<file path="config.mk">
export PLATFORM = sky130hd
export DESIGN_NAME = router_xy_param
export DESIGN_NICKNAME = d
export VERILOG_FILES = /design/src/rtl/router_pkg.sv /design/src/rtl/router_in_fifo.sv /design/src/rtl/router_xy_param.sv
export SDC_FILE = /design/constraint.sdc
export NUM_CORES = 2
export LEC_CHECK = 0
export CAP_MARGIN = 20
export CORE_MARGIN = 2
export CORE_UTILIZATION = 55
export DETAILED_ROUTE_END_ITERATION = 16
export PLACE_DENSITY = 0.77
export SETUP_SLACK_MARGIN = 0.02
export SYNTH_ARGS = -nofsm -noshare
export SYNTH_HDL_FRONTEND = slang
export SYNTH_SLANG_ARGS = --single-unit
</file>
<file path="constraint.sdc">
create_clock -name clk -period 11.2 [get_ports clk]
set_input_delay 2.8 -clock clk [delete_from_list [all_inputs] [get_ports clk]]
set_output_delay 2.8 -clock clk [all_outputs]
set_load 0.02 [all_outputs]
</file>
<file path="src/rtl/router_pkg.sv">
// Shared definitions for the XY mesh router: port indices, header field offsets, RR helper.
package router_pkg;

  localparam int unsigned NUM_PORTS = 5;

  localparam logic [2:0] P_E  = 3'd0;
  localparam logic [2:0] P_W  = 3'd1;
  localparam logic [2:0] P_S  = 3'd2;
  localparam logic [2:0] P_N  = 3'd3;
  localparam logic [2:0] P_PE = 3'd4;

  // Bit offset of the destination X field within a flit.
  function automatic int unsigned dst_x_lsb();
    return 0;
  endfunction

  // Bit offset of the destination Y field within a flit.
  function automatic int unsigned dst_y_lsb(input int unsigned coord_w);
    return coord_w;
  endfunction

  // Next port index in round-robin order, wrapping after the PE port.
  function automatic logic [2:0] next_port(input logic [2:0] p);
    return (p == P_PE) ? P_E : p + 3'd1;
  endfunction

endpackage

</file>
<file path="src/rtl/router_in_fifo.sv">
// First-word-fall-through input FIFO; head is visible the cycle after the write.
module router_in_fifo #(
  parameter int unsigned DATA_W     = 64,
  parameter int unsigned FIFO_DEPTH = 4
) (
  input  logic              clk,
  input  logic              reset,
  input  logic              i_wr_en,
  input  logic [DATA_W-1:0] i_wr_data,
  input  logic              i_rd_en,
  output logic [DATA_W-1:0] o_rd_data,
  output logic              o_full,
  output logic              o_empty
);

  localparam int unsigned AW = $clog2(FIFO_DEPTH);

  logic [DATA_W-1:0] r_mem [FIFO_DEPTH];
  logic [AW-1:0]     r_wptr;
  logic [AW-1:0]     r_rptr;
  logic [AW:0]       r_cnt;
  logic              w_push;
  logic              w_pop;

  assign o_full    = (r_cnt == (AW+1)'(FIFO_DEPTH));
  assign o_empty   = (r_cnt == '0);
  assign w_push    = i_wr_en & ~o_full;
  assign w_pop     = i_rd_en & ~o_empty;
  assign o_rd_data = r_mem[r_rptr];

  // Storage array; contents are don't-care while empty so no reset is needed.
  always_ff @(posedge clk) begin
    if (w_push) r_mem[r_wptr] <= i_wr_data;
  end

  // Pointers wrap naturally (depth is a power of 2); occupancy holds on push+pop.
  always_ff @(posedge clk or negedge reset) begin
    if (!reset) begin
      r_wptr <= '0;
      r_rptr <= '0;
      r_cnt  <= '0;
    end else begin
      if (w_push) r_wptr <= r_wptr + 1'b1;
      if (w_pop)  r_rptr <= r_rptr + 1'b1;
      unique case ({w_push, w_pop})
        2'b10:   r_cnt <= r_cnt + 1'b1;
        2'b01:   r_cnt <= r_cnt - 1'b1;
        default: r_cnt <= r_cnt;
      endcase
    end
  end

endmodule

</file>
<file path="src/rtl/router_xy_param.sv">
// Five-port XY mesh router tile: input FIFOs, XY routing, RR arbiters, registered outputs.
module router_xy_param
  import router_pkg::*;
#(
  parameter int unsigned DATA_W     = 64,
  parameter int unsigned FIFO_DEPTH = 4,
  parameter int unsigned COORD_W    = 4,
  parameter int unsigned MY_X       = 0,
  parameter int unsigned MY_Y       = 0
) (
  input  logic                          clk,
  input  logic                          reset,
  input  logic [NUM_PORTS-1:0]          si,
  output logic [NUM_PORTS-1:0]          ri,
  input  logic [NUM_PORTS*DATA_W-1:0]   packet_in,
  output logic [NUM_PORTS-1:0]          so,
  input  logic [NUM_PORTS-1:0]          ro,
  output logic [NUM_PORTS*DATA_W-1:0]   packet_out,
  output logic                          polarity,
  output logic [15:0]                   drop_cnt
);

  localparam int unsigned        XL   = dst_x_lsb();
  localparam int unsigned        YL   = dst_y_lsb(COORD_W);
  localparam logic [COORD_W-1:0] LC_X = COORD_W'(MY_X);
  localparam logic [COORD_W-1:0] LC_Y = COORD_W'(MY_Y);

  logic [DATA_W-1:0]    w_head  [NUM_PORTS];
  logic [2:0]           w_route [NUM_PORTS];
  logic [NUM_PORTS-1:0] w_req   [NUM_PORTS];  // w_req[out][in]
  logic [2:0]           w_gidx  [NUM_PORTS];
  logic [NUM_PORTS-1:0] w_gvld;
  logic [NUM_PORTS-1:0] w_full;
  logic [NUM_PORTS-1:0] w_empty;
  logic [NUM_PORTS-1:0] w_wr;
  logic [NUM_PORTS-1:0] w_pop;
  logic [NUM_PORTS-1:0] w_drop;
  logic [NUM_PORTS-1:0] w_can_load;
  logic [2:0]           w_drop_n;
  logic [16:0]          w_drop_sum;

  logic [2:0]           r_ptr  [NUM_PORTS];
  logic [DATA_W-1:0]    r_data [NUM_PORTS];
  logic [NUM_PORTS-1:0] r_so;
  logic                 r_pol;
  logic [15:0]          r_drop_cnt;

  assign ri         = ~w_full;
  assign w_wr       = si & ~w_full;
  assign so         = r_so;
  assign w_can_load = ~r_so | ro;
  assign polarity   = r_pol;
  assign drop_cnt   = r_drop_cnt;

  for (genvar k = 0; k < NUM_PORTS; k++) begin : g_port
    router_in_fifo #(
      .DATA_W     (DATA_W),
      .FIFO_DEPTH (FIFO_DEPTH)
    ) u_fifo (
      .clk        (clk),
      .reset      (reset),
      .i_wr_en    (w_wr[k]),
      .i_wr_data  (packet_in[k*DATA_W +: DATA_W]),
      .i_rd_en    (w_pop[k]),
      .o_rd_data  (w_head[k]),
      .o_full     (w_full[k]),
      .o_empty    (w_empty[k])
    );

    assign packet_out[k*DATA_W +: DATA_W] = r_data[k];

    // Dimension-ordered route of the FIFO head: resolve X first, then Y, else local PE.
    always_comb begin
      w_route[k] = P_PE;
      if (w_head[k][XL +: COORD_W] > LC_X)      w_route[k] = P_E;
      else if (w_head[k][XL +: COORD_W] < LC_X) w_route[k] = P_W;
      else if (w_head[k][YL +: COORD_W] > LC_Y) w_route[k] = P_N;
      else if (w_head[k][YL +: COORD_W] < LC_Y) w_route[k] = P_S;
    end

    // A head routed back out of its own port is a U-turn and gets discarded.
    assign w_drop[k] = ~w_empty[k] & (w_route[k] == 3'(k));
  end

  // Request matrix; U-turns never raise a request.
  always_comb begin
    for (int o = 0; o < NUM_PORTS; o++) begin
      for (int i = 0; i < NUM_PORTS; i++) begin
        w_req[o][i] = ~w_empty[i] & (w_route[i] == 3'(o)) & (o != i);
      end
    end
  end

  // Round-robin search from ptr+1; grant only when the output register can load.
  always_comb begin
    logic [2:0] idx;
    for (int o = 0; o < NUM_PORTS; o++) begin
      w_gvld[o] = 1'b0;
      w_gidx[o] = r_ptr[o];
      idx       = next_port(r_ptr[o]);
      for (int n = 0; n < NUM_PORTS; n++) begin
        if (w_can_load[o] && !w_gvld[o] && w_req[o][idx]) begin
          w_gvld[o] = 1'b1;
          w_gidx[o] = idx;
        end
        idx = next_port(idx);
      end
    end
  end

  // Pop every granted input and every dropped U-turn head.
  always_comb begin
    w_pop = w_drop;
    for (int o = 0; o < NUM_PORTS; o++) begin
      if (w_gvld[o]) w_pop[w_gidx[o]] = 1'b1;
    end
  end

  // Count of drops this cycle, used for a saturating add.
  always_comb begin
    w_drop_n = '0;
    for (int k = 0; k < NUM_PORTS; k++) begin
      w_drop_n = w_drop_n + {2'b00, w_drop[k]};
    end
    w_drop_sum = {1'b0, r_drop_cnt} + 17'(w_drop_n);
  end

  // Output registers and RR pointers; pointers reset to PE so port E wins first.
  always_ff @(posedge clk or negedge reset) begin
    if (!reset) begin
      r_so <= '0;
      for (int o = 0; o < NUM_PORTS; o++) begin
        r_data[o] <= '0;
        r_ptr[o]  <= P_PE;
      end
    end else begin
      for (int o = 0; o < NUM_PORTS; o++) begin
        if (w_can_load[o]) begin
          r_so[o] <= w_gvld[o];
          if (w_gvld[o]) begin
            r_data[o] <= w_head[w_gidx[o]];
            r_ptr[o]  <= w_gidx[o];
          end
        end
      end
    end
  end

  // Free-running phase bit and saturating drop counter.
  always_ff @(posedge clk or negedge reset) begin
    if (!reset) begin
      r_pol      <= 1'b0;
      r_drop_cnt <= '0;
    end else begin
      r_pol      <= ~r_pol;
      r_drop_cnt <= w_drop_sum[16] ? 16'hFFFF : w_drop_sum[15:0];
    end
  end

endmodule

</file>
==> impl_metrics.ini <==
[cells_and_area]
ff_latch_area_um2 = 44900
drive_above_1_share_pct = 18.7
area_growth_pct = 17.4
final_util_pct = 65.2
multi_input_comb_area_um2 = 21200
layout.nets = 5109
nFillCells = 8377

[critical_path]
end_kind = flop
critical_path_class = flop to flop
cp_data_required_time_ps = 11930
crit_top_cell = ha_1
crit_path_max_fanout = 35
critPathArrivalTime_ps = 8500
critPathMaxStageDelay_ps = 880
cp_slowest_cell = o311ai_0
critPathLaunchType = flop

[global_route]
grt_pass1_wl_mm = 302
grt_max_degree = 150
grt_pass1_vias = 41400
overflow = 0
grtUsageTotal_pct = 34.0
antenna_found_initial = 35

[clocking]
cts_tree = built
cts_max_path_buffers = 3
post_cts_resized = 0
postCtsSetupBuffers = 0
root_buffer = clkbuf_16
clock_latency_ps = 810
cts_max_level = 4
cts_made_buffers = 156
clkTransAtPathRegs_ps = 60
hold_buffers = 0
cts.sinks = 1536

[synth]
synth_compound_area_share_pct = 8.69
syn_area_um2 = 67700
synthMuxAreaShare_pct = 14.6
syn-mean-instance-area_um2 = 16.1
netlist.area_leader.share_pct = 56.8
yosys_warnings = 0
synth-xor-area-share_pct = 0.504
synth_top_family_by_area = multiplexers
synthAdderAreaFrac_pct = 1.15
synth_cells = 4205
synthTopCellsByArea = edfxtp_1, mux4_2, dfrtp_1
synth_top_area_cell = edfxtp_1
synth-simple-area-share_pct = 5.27
post-synth-top-count-cell = edfxtp_1
synth_edf_count = 1280
synth_cell_types = 99
seq_area_frac_synth_pct = 66.2
ys.flop_type = edfxtp_1
yosys_register_bits = 1536
netlist_top_cells_count = edfxtp_1, mux4_2, dfrtp_1
synthArstFlopShare_pct = 16.7

[sta]
rsz0062_at_grt = false
setup-violations-final = 0
period_share_pct = 69.4
worstMarginPinSlew_ps = 1230
finClkSkew_ps = 33.7
finalHoldViolCount = 0
max_freq_ghz = 0.129
setup-tns-final_ps = 0
drv_slew = 0
relSlewSlack_pct = 17.6
period_needed_ps = 7770

[die]
core_area_um2 = 122000
die_w_um = 355
start_util_pct = 55.5
die_height_um = 355
io_pins = 679
rows = 128
die-area_um2 = 126000

[routing]
drc = 0
wl_per_cell_um = 33.0
final_antenna_net_count = 0
first_pass_iters = 6
via_count = 42700
vias_per_cell = 6.56
wirelength_mm = 215
dr.first_iter.drc_count = 5622

[placement]
io_buffers = 546
routabilityCongestion = 0.954
hpwl_mm = 147

[run]
maxCapViolations = 0

[hold_path]
hold_path_class = flop to flop

[run_status]
outcome = completed
==> cell type report <==
type,instances,area share (%)
tap,1625,2.56
clock buffer,203,5.34
sequential,1536,56.4
clock inverter,85,1.06
multi-input combinational,2335,26.6
timing repair buffer,624,7.63
inverter,66,0.318
antenna,26,0.0818
==> sequential cells by signal, summed over array words and instances, names as in the netlist, 3 cells and up <==
register and cells:
drop_cnt 16, g_port.u_fifo.r_cnt 15, g_port.u_fifo.r_mem 1280, g_port.u_fifo.r_rptr 10, g_port.u_fifo.r_wptr 10, packet_out 192, r_ptr 9, so 3
==> metal layers <==
| layer | track usage (%) | wire length [um] | vias up |
|---|---|---|---|
| met1 | 41.1 | 72800 | 21800 |
| met4 | 21.6 | 15300 | 28 |
| met3 | 10.0 | 23700 | 530 |
| met2 | 53.7 | 103000 | 2630 |
| met5 | 0 | 206 | - |
| li1 | - | - | 17700 |
==> cells by family after synthesis <==
family	after synthesis
AOI/OAI and AO/OA	836
buffers and inverters	463
other	1
DFF	1536
adders and majority gates	58
xor gates and xnor gates	39
and+or+nand+nor	691
muxes	581
==> placed cells by master (no fill, tap or decap), drive strengths merged, types with 19 or more instances in the layout <==
cell and count:
inv 76, or4 25, mux2 162, conb 130
nor2 190, a21o 59, nand3 122, clkdlybuf4s50 545
a22o 22, clkbuf 204, a21oi 171, ha 51
nor3 32, buf 78, xnor2 19, xor2 20
dfrtp 253, edfxtp 1280, clkinv 55, mux2i 108
a22oi 126, and2 26, and3 36, a31oi 81
o211ai 54, mux4 311, diode 26, o21ai 173
nand2 114, a31o 24, nand4 45, nor4 31
==> worst paths after layout <==
path	slack, ps	startpoint	cells past startpoint	endpoint
setup / recovery	3430	r_ptr[3]	27	g_port[0].u_fifo.r_cnt[2]
setup reg to reg	3430	r_ptr[3]	27	g_port[0].u_fifo.r_cnt[2]
min in group asynchronous	2070	reset	1	so[3]
hold reg to reg	420	polarity	1	polarity
max in group asynchronous	7470	reset	2	packet_out[241]
hold / removal	420	polarity	1	polarity
==> worst max-delay path: cells and delay by family, from the launching register on <==
kind	cells	cell delay (ps)
DFF	1	590
xor gates and xnor gates	2	300
buffers and inverters	7	1580
muxes	4	990
adders and majority gates	5	1530
and+or+nand+nor	5	1410
AOI/OAI and AO/OA	4	1220
==> through the flow <==
stage / setup slack [ps] / instances / area [um2] / hold WS (ps)
2_1_floorplan: 4520 / 4334 / 68200 / 477
3_3_place_gp: 2760 / 6185 / 74400 / 404
3_5_place_dp: 2770 / 6185 / 74400 / 410
4_1_cts: 3570 / 6473 / 79500 / 419
5_1_grt: 2900 / 6489 / 79500 / 450
6_report: 3430 / 6500 / 79500 / 417
Power is left out: the tool's default activity adds up to more than one toggle a clock period on the data nets, which glitch-free logic cannot reach.
